===== src/rtl/fir_mac_seq.sv =====
// rtl/fir_mac_seq.sv - sequential single-multiplier FIR multiply-accumulate stage
module fir_mac_seq #(
    parameter int N         = 8,
    parameter int SIZE      = 8,
    parameter int COEF_SIZE = 8,
    parameter int ACC_SIZE  = 19
) (
    input  logic                       clk,
    input  logic                       reset,
    input  logic                       start,
    input  logic [N*SIZE-1:0]          taps,
    input  logic [N*COEF_SIZE-1:0]     coeffs,
    output logic                       busy,
    output logic signed [ACC_SIZE-1:0] y,
    output logic                       y_valid
);

    localparam int IDX_W  = $clog2(N);
    localparam int PROD_W = SIZE + COEF_SIZE;

    typedef enum logic [1:0] {
        S_IDLE,
        S_RUN,
        S_DONE
    } state_t;

    state_t                     state_q, state_d;
    logic [IDX_W-1:0]           idx_q, idx_d;
    logic signed [ACC_SIZE-1:0] acc_q, acc_d;
    logic signed [ACC_SIZE-1:0] y_q, y_d;
    logic                       y_valid_q, y_valid_d;
    logic                       snap_load;

    logic signed [SIZE-1:0]      snap_tap_q  [N];
    logic signed [COEF_SIZE-1:0] snap_coef_q [N];

    logic signed [SIZE-1:0]      cur_tap;
    logic signed [COEF_SIZE-1:0] cur_coef;
    logic signed [PROD_W-1:0]    prod;

    assign cur_tap  = snap_tap_q[idx_q];
    assign cur_coef = snap_coef_q[idx_q];
    assign prod     = cur_tap * cur_coef;

    always_comb begin
        state_d   = state_q;
        idx_d     = idx_q;
        acc_d     = acc_q;
        y_d       = y_q;
        y_valid_d = 1'b0;
        snap_load = 1'b0;
        case (state_q)
            S_IDLE: begin
                if (start) begin
                    snap_load = 1'b1;
                    acc_d     = '0;
                    idx_d     = '0;
                    state_d   = S_RUN;
                end
            end
            S_RUN: begin
                // product is sign-extended; wraps modulo 2^ACC_SIZE if the width rule is broken
                acc_d = acc_q + ACC_SIZE'(prod);
                if (idx_q == IDX_W'(N - 1)) begin
                    idx_d   = '0;
                    state_d = S_DONE;
                end else begin
                    idx_d = idx_q + 1'b1;
                end
            end
            S_DONE: begin
                y_d       = acc_q;
                y_valid_d = 1'b1;
                state_d   = S_IDLE;
            end
            default: state_d = S_IDLE;
        endcase
    end

    always_ff @(posedge clk or negedge reset) begin
        if (!reset) begin
            state_q   <= S_IDLE;
            idx_q     <= '0;
            acc_q     <= '0;
            y_q       <= '0;
            y_valid_q <= 1'b0;
        end else begin
            state_q   <= state_d;
            idx_q     <= idx_d;
            acc_q     <= acc_d;
            y_q       <= y_d;
            y_valid_q <= y_valid_d;
        end
    end

    // Snapshot decouples the result from tap-line shifts after the request
    always_ff @(posedge clk or negedge reset) begin
        if (!reset) begin
            for (int i = 0; i < N; i++) begin
                snap_tap_q[i]  <= '0;
                snap_coef_q[i] <= '0;
            end
        end else if (snap_load) begin
            for (int i = 0; i < N; i++) begin
                snap_tap_q[i]  <= taps[i*SIZE +: SIZE];
                snap_coef_q[i] <= coeffs[i*COEF_SIZE +: COEF_SIZE];
            end
        end
    end

    assign busy    = (state_q != S_IDLE);
    assign y       = y_q;
    assign y_valid = y_valid_q;

endmodule


===== config.mk =====
export PLATFORM = sky130hd
export DESIGN_NAME = fir_mac_seq
export DESIGN_NICKNAME = d
export VERILOG_FILES = /design/src/rtl/fir_mac_seq.sv
export SDC_FILE = /design/constraint.sdc
export NUM_CORES = 1
export LEC_CHECK = 0
export BUFFER_PORTS_ARGS = -buffer_cell sky130_fd_sc_hd__buf_2
export CORE_UTILIZATION = 59
export DETAILED_ROUTE_END_ITERATION = 10
export GPL_TIMING_DRIVEN = 0
export PLACE_DENSITY = 0.82
export SLEW_MARGIN = 20
export SYNTH_ARGS = -nofsm -noshare
export SYNTH_HDL_FRONTEND = slang
export SYNTH_SLANG_ARGS = --single-unit

===== constraint.sdc =====
create_clock -name clk -period 6.76 [get_ports clk]
set_input_delay 1.69 -clock clk [delete_from_list [all_inputs] [get_ports clk]]
set_output_delay 1.69 -clock clk [all_outputs]
set_load 0.01 [all_outputs]

==> results.yml <==
critical_path:
  slowest_stage: "fa_1"
  cp-start-kind: "register"
  required_ps: 7060
  cpMostUsedCell: "fa_1"
  r2r_end: "acc_q[18]"
  critPathArrivalTime_ps: 6610
  critPathTopFamily: "adder cells"
  crit_buf_inv: 5
  path_cells: "clkbuf_1 -> buf_2 -> mux4_2 -> mux2_4 -> clkinv_2 -> nor2_4 -> inv_2 -> fa_1 -> inv_1 -> fa_1 -> fa_1 -> fa_1 -> fa_1 -> ha_1 -> o21ai_1 -> o21ai_2 -> a41oi_1 -> a221oi_2 -> xnor2_1 -> o21ai_1"
  worstPathMaxFanout: 12
  r2r-start: "idx_q[1]"
  slowest_delay_ps: 580
  crit_type: "reg -> reg"
  r2r.worst_path.cells: 20
  rrSetupSlack_ps: 450
  end_kind: "register"
final_layout:
  drive_above_1_share_pct: 20.90
  layout_common_cells: "nand2_1 (414), dfrtp_1 (172), buf_2 (160)"
  final_nets: 1523
  area_growth_pct: 15.09
  layout_commonest_cell: "nand2_1"
  n_fill_cell: 1288
yosys:
  yosys_warnings: 0
  synth_edf_count: 0
  avgSynthCellArea_um2: 10.00
  synth-simple-area-share_pct: 18.04
  synth_xor_area_share_pct: 1.445
  synth_top_family_by_area: "adder cells"
  yosys.cell_types.count: 48
  syn_inst: 1091
  synth-main-ff-cell: "dfrtp_1"
  synth_seq_cells: 172
  synth_compound_area_share_pct: 4.036
  async_flop_share_pct: 100.0
  seq_area_frac_synth_pct: 39.45
  synthMuxAreaShare_pct: 10.85
  synth_adder_area_share_pct: 20.69
  synth_area_um2: 10910
  synth_nets: 1352
placement:
  dpl.hpwl_mm: 19.91
  io_buffers: 151
  routabilityCongestion: 0.8496
global_route:
  grt_max_degree: 97
  grt.total_usage_pct: 31.50
  antenna_found_initial: 1
  grt_overflow: 0
  first_global_vias: 8737
  grt_pass1_wl_mm: 44.23
routing:
  detail_route.wl_per_cell_um: 18.40
  avgViaCountPerCell: 5.578
  drtIter0Drc: 570
  drt-pass1-iter-count: 5
  wl_mm: 27.65
  drc: 0
  dr_total_vias: 8384
  ant_nets: 0
clock_network:
  cts_tree: "done"
  cts_hold_buf: 0
  numCtsBuffers: 17
  cts_resized: 0
  htree_levels: 4
  cts_max_path_buffers: 2
  cts_num_sinks: 172
  clkTransAtPathRegs_ps: 70
  cts_root_buffer: "clkbuf_16"
  post-cts-setup-buffer-count: 0
  worstSkewPairLatency_ps: 440
timing:
  finalSetupViolCount: 0
  finalHoldViolCount: 0
  relSlewSlack_pct: 45.28
  clock.fmax_mhz: 158.6
  holdWs_ps: 475.7
  finClkSkew_ps: 8.553
  drv_slew: 0
  period_share_pct: 93.27
  rsz0062_at_grt: "no"
  tns_ps: 0
  finalCriticalPeriod_ps: 6305
  worstMarginPinSlew_ps: 819.2
min_path:
  min_path_cells: 2
  min_path_type: "reg -> reg"
  holdPathEnd: "snap_tap_q[25]"
  hp-start: "snap_tap_q[25]"
floorplanning:
  pin_count: 152
  die_area_um2: 19040
  start_util_pct: 60.54
  dieWidth_um: 138.0
  coreArea_um2: 18020
  rows: 49
  fp.dieH_um: 138.0
run_status:
  status: "complete, no violations"
flow_run:
  drv_cap: 0
==> sequential cells by signal (all words and copies together), names as in the netlist <==
name / flops
snap_coef_q: 64
snap_tap_q: 64
acc_q: 19
y: 19
idx_q: 3
state_q: 2
y_valid: 1
==> metrics by stage <==
step | worst slack, ps | area, um^2 | utilization [%] | instances
6_report | 455.0 | 12560 | 69.67 | 1503
3_3_place_gp | 374.5 | 11950 | 66.32 | 1471
4_1_cts | 227.0 | 12550 | 69.63 | 1502
3_5_place_dp | 246.3 | 11990 | 66.54 | 1472
2_1_floorplan | 1059 | 10910 | - | 1091
5_1_grt | 181.3 | 12560 | 69.67 | 1503
==> cell type report <==
type                       instances  area [um^2]  share of cell area (%)
antenna                            1        2.502                 0.01993
sequential                       172         4304                   34.27
clock inverter                    11        113.9                  0.9066
buffer                            47        234.0                   1.863
inverter                          97        366.6                   2.919
timing repair buffer             152        793.3                   6.317
tap                              229        286.5                   2.282
clock buffer                      19        442.9                   3.527
multi-input combinational        775         6015                   47.89
==> cells in the mapped netlist (4+ instances only) <==
master	n	share of area, %
o21ai_0	22	1.0
nor2_1	41	1.4
xor2_1	8	0.64
nand2_1	414	14
or2_1	4	0.23
buf_2	10	0.46
o21bai_1	4	0.28
clkbuf_1	30	1.0
mux2_2	13	1.3
ha_1	46	5.3
inv_1	92	3.2
o31ai_1	7	0.48
a21oi_1	8	0.37
dfrtp_1	172	39
nor2b_1	11	0.63
o21ai_1	4	0.18
mux4_2	32	6.6
xnor2_1	10	0.80
mux2i_4	11	2.3
nand2b_1	13	0.75
fa_1	84	15
nand3_1	7	0.32
a211oi_1	4	0.28
a21o_1	5	0.34
==> cells by family (layout without fill, tap and decap cells) <==
group	Yosys count	in the layout
xor gates and xnor gates	18	18
DFF	172	172
buffers and inverters	144	326
and+or+nand+nor	498	498
other	0	1
adders and majority gates	130	130
muxes	61	61
AOI/OAI and AO/OA	68	68
==> worst max path at each step <==
stage / from / endpoint / slack, ps / depth (start not counted)
2_1_floorplan: idx_q[0] / acc_q[18] / 1060 / 20
3_5_place_dp: idx_q[1] / acc_q[18] / 250 / 20
6_report: idx_q[1] / acc_q[18] / 450 / 20
4_1_cts: idx_q[1] / acc_q[14] / 230 / 19
3_3_place_gp: idx_q[1] / acc_q[17] / 370 / 17
5_1_grt: idx_q[1] / acc_q[14] / 180 / 19
==> worst register-to-register path, stage by stage (launching register included) <==
cell	delay (ps)
dfrtp_1	360
clkbuf_1	230
buf_2	360
mux4_2	290
mux2_4	230
clkinv_2	100
nor2_4	460
inv_2	70
fa_1	500
inv_1	60
fa_1	480
fa_1	580
fa_1	450
fa_1	480
ha_1	390
o21ai_1	140
o21ai_2	190
a41oi_1	240
a221oi_2	340
xnor2_1	160
o21ai_1	70
==> metal layers <==
layer	part of all wire [%]	up-vias	track usage, %	wire (um)
met2	50	384	50.50	13790
met3	6.2	76	6.031	1719
met4	3.7	0	15.76	1013
met1	40	4145	41.27	11120
li1	-	3779	-	-
met5	0	-	0	0
Power is not shown: default switching activity piles up to over one toggle a cycle in this logic, so the estimate is an artifact.
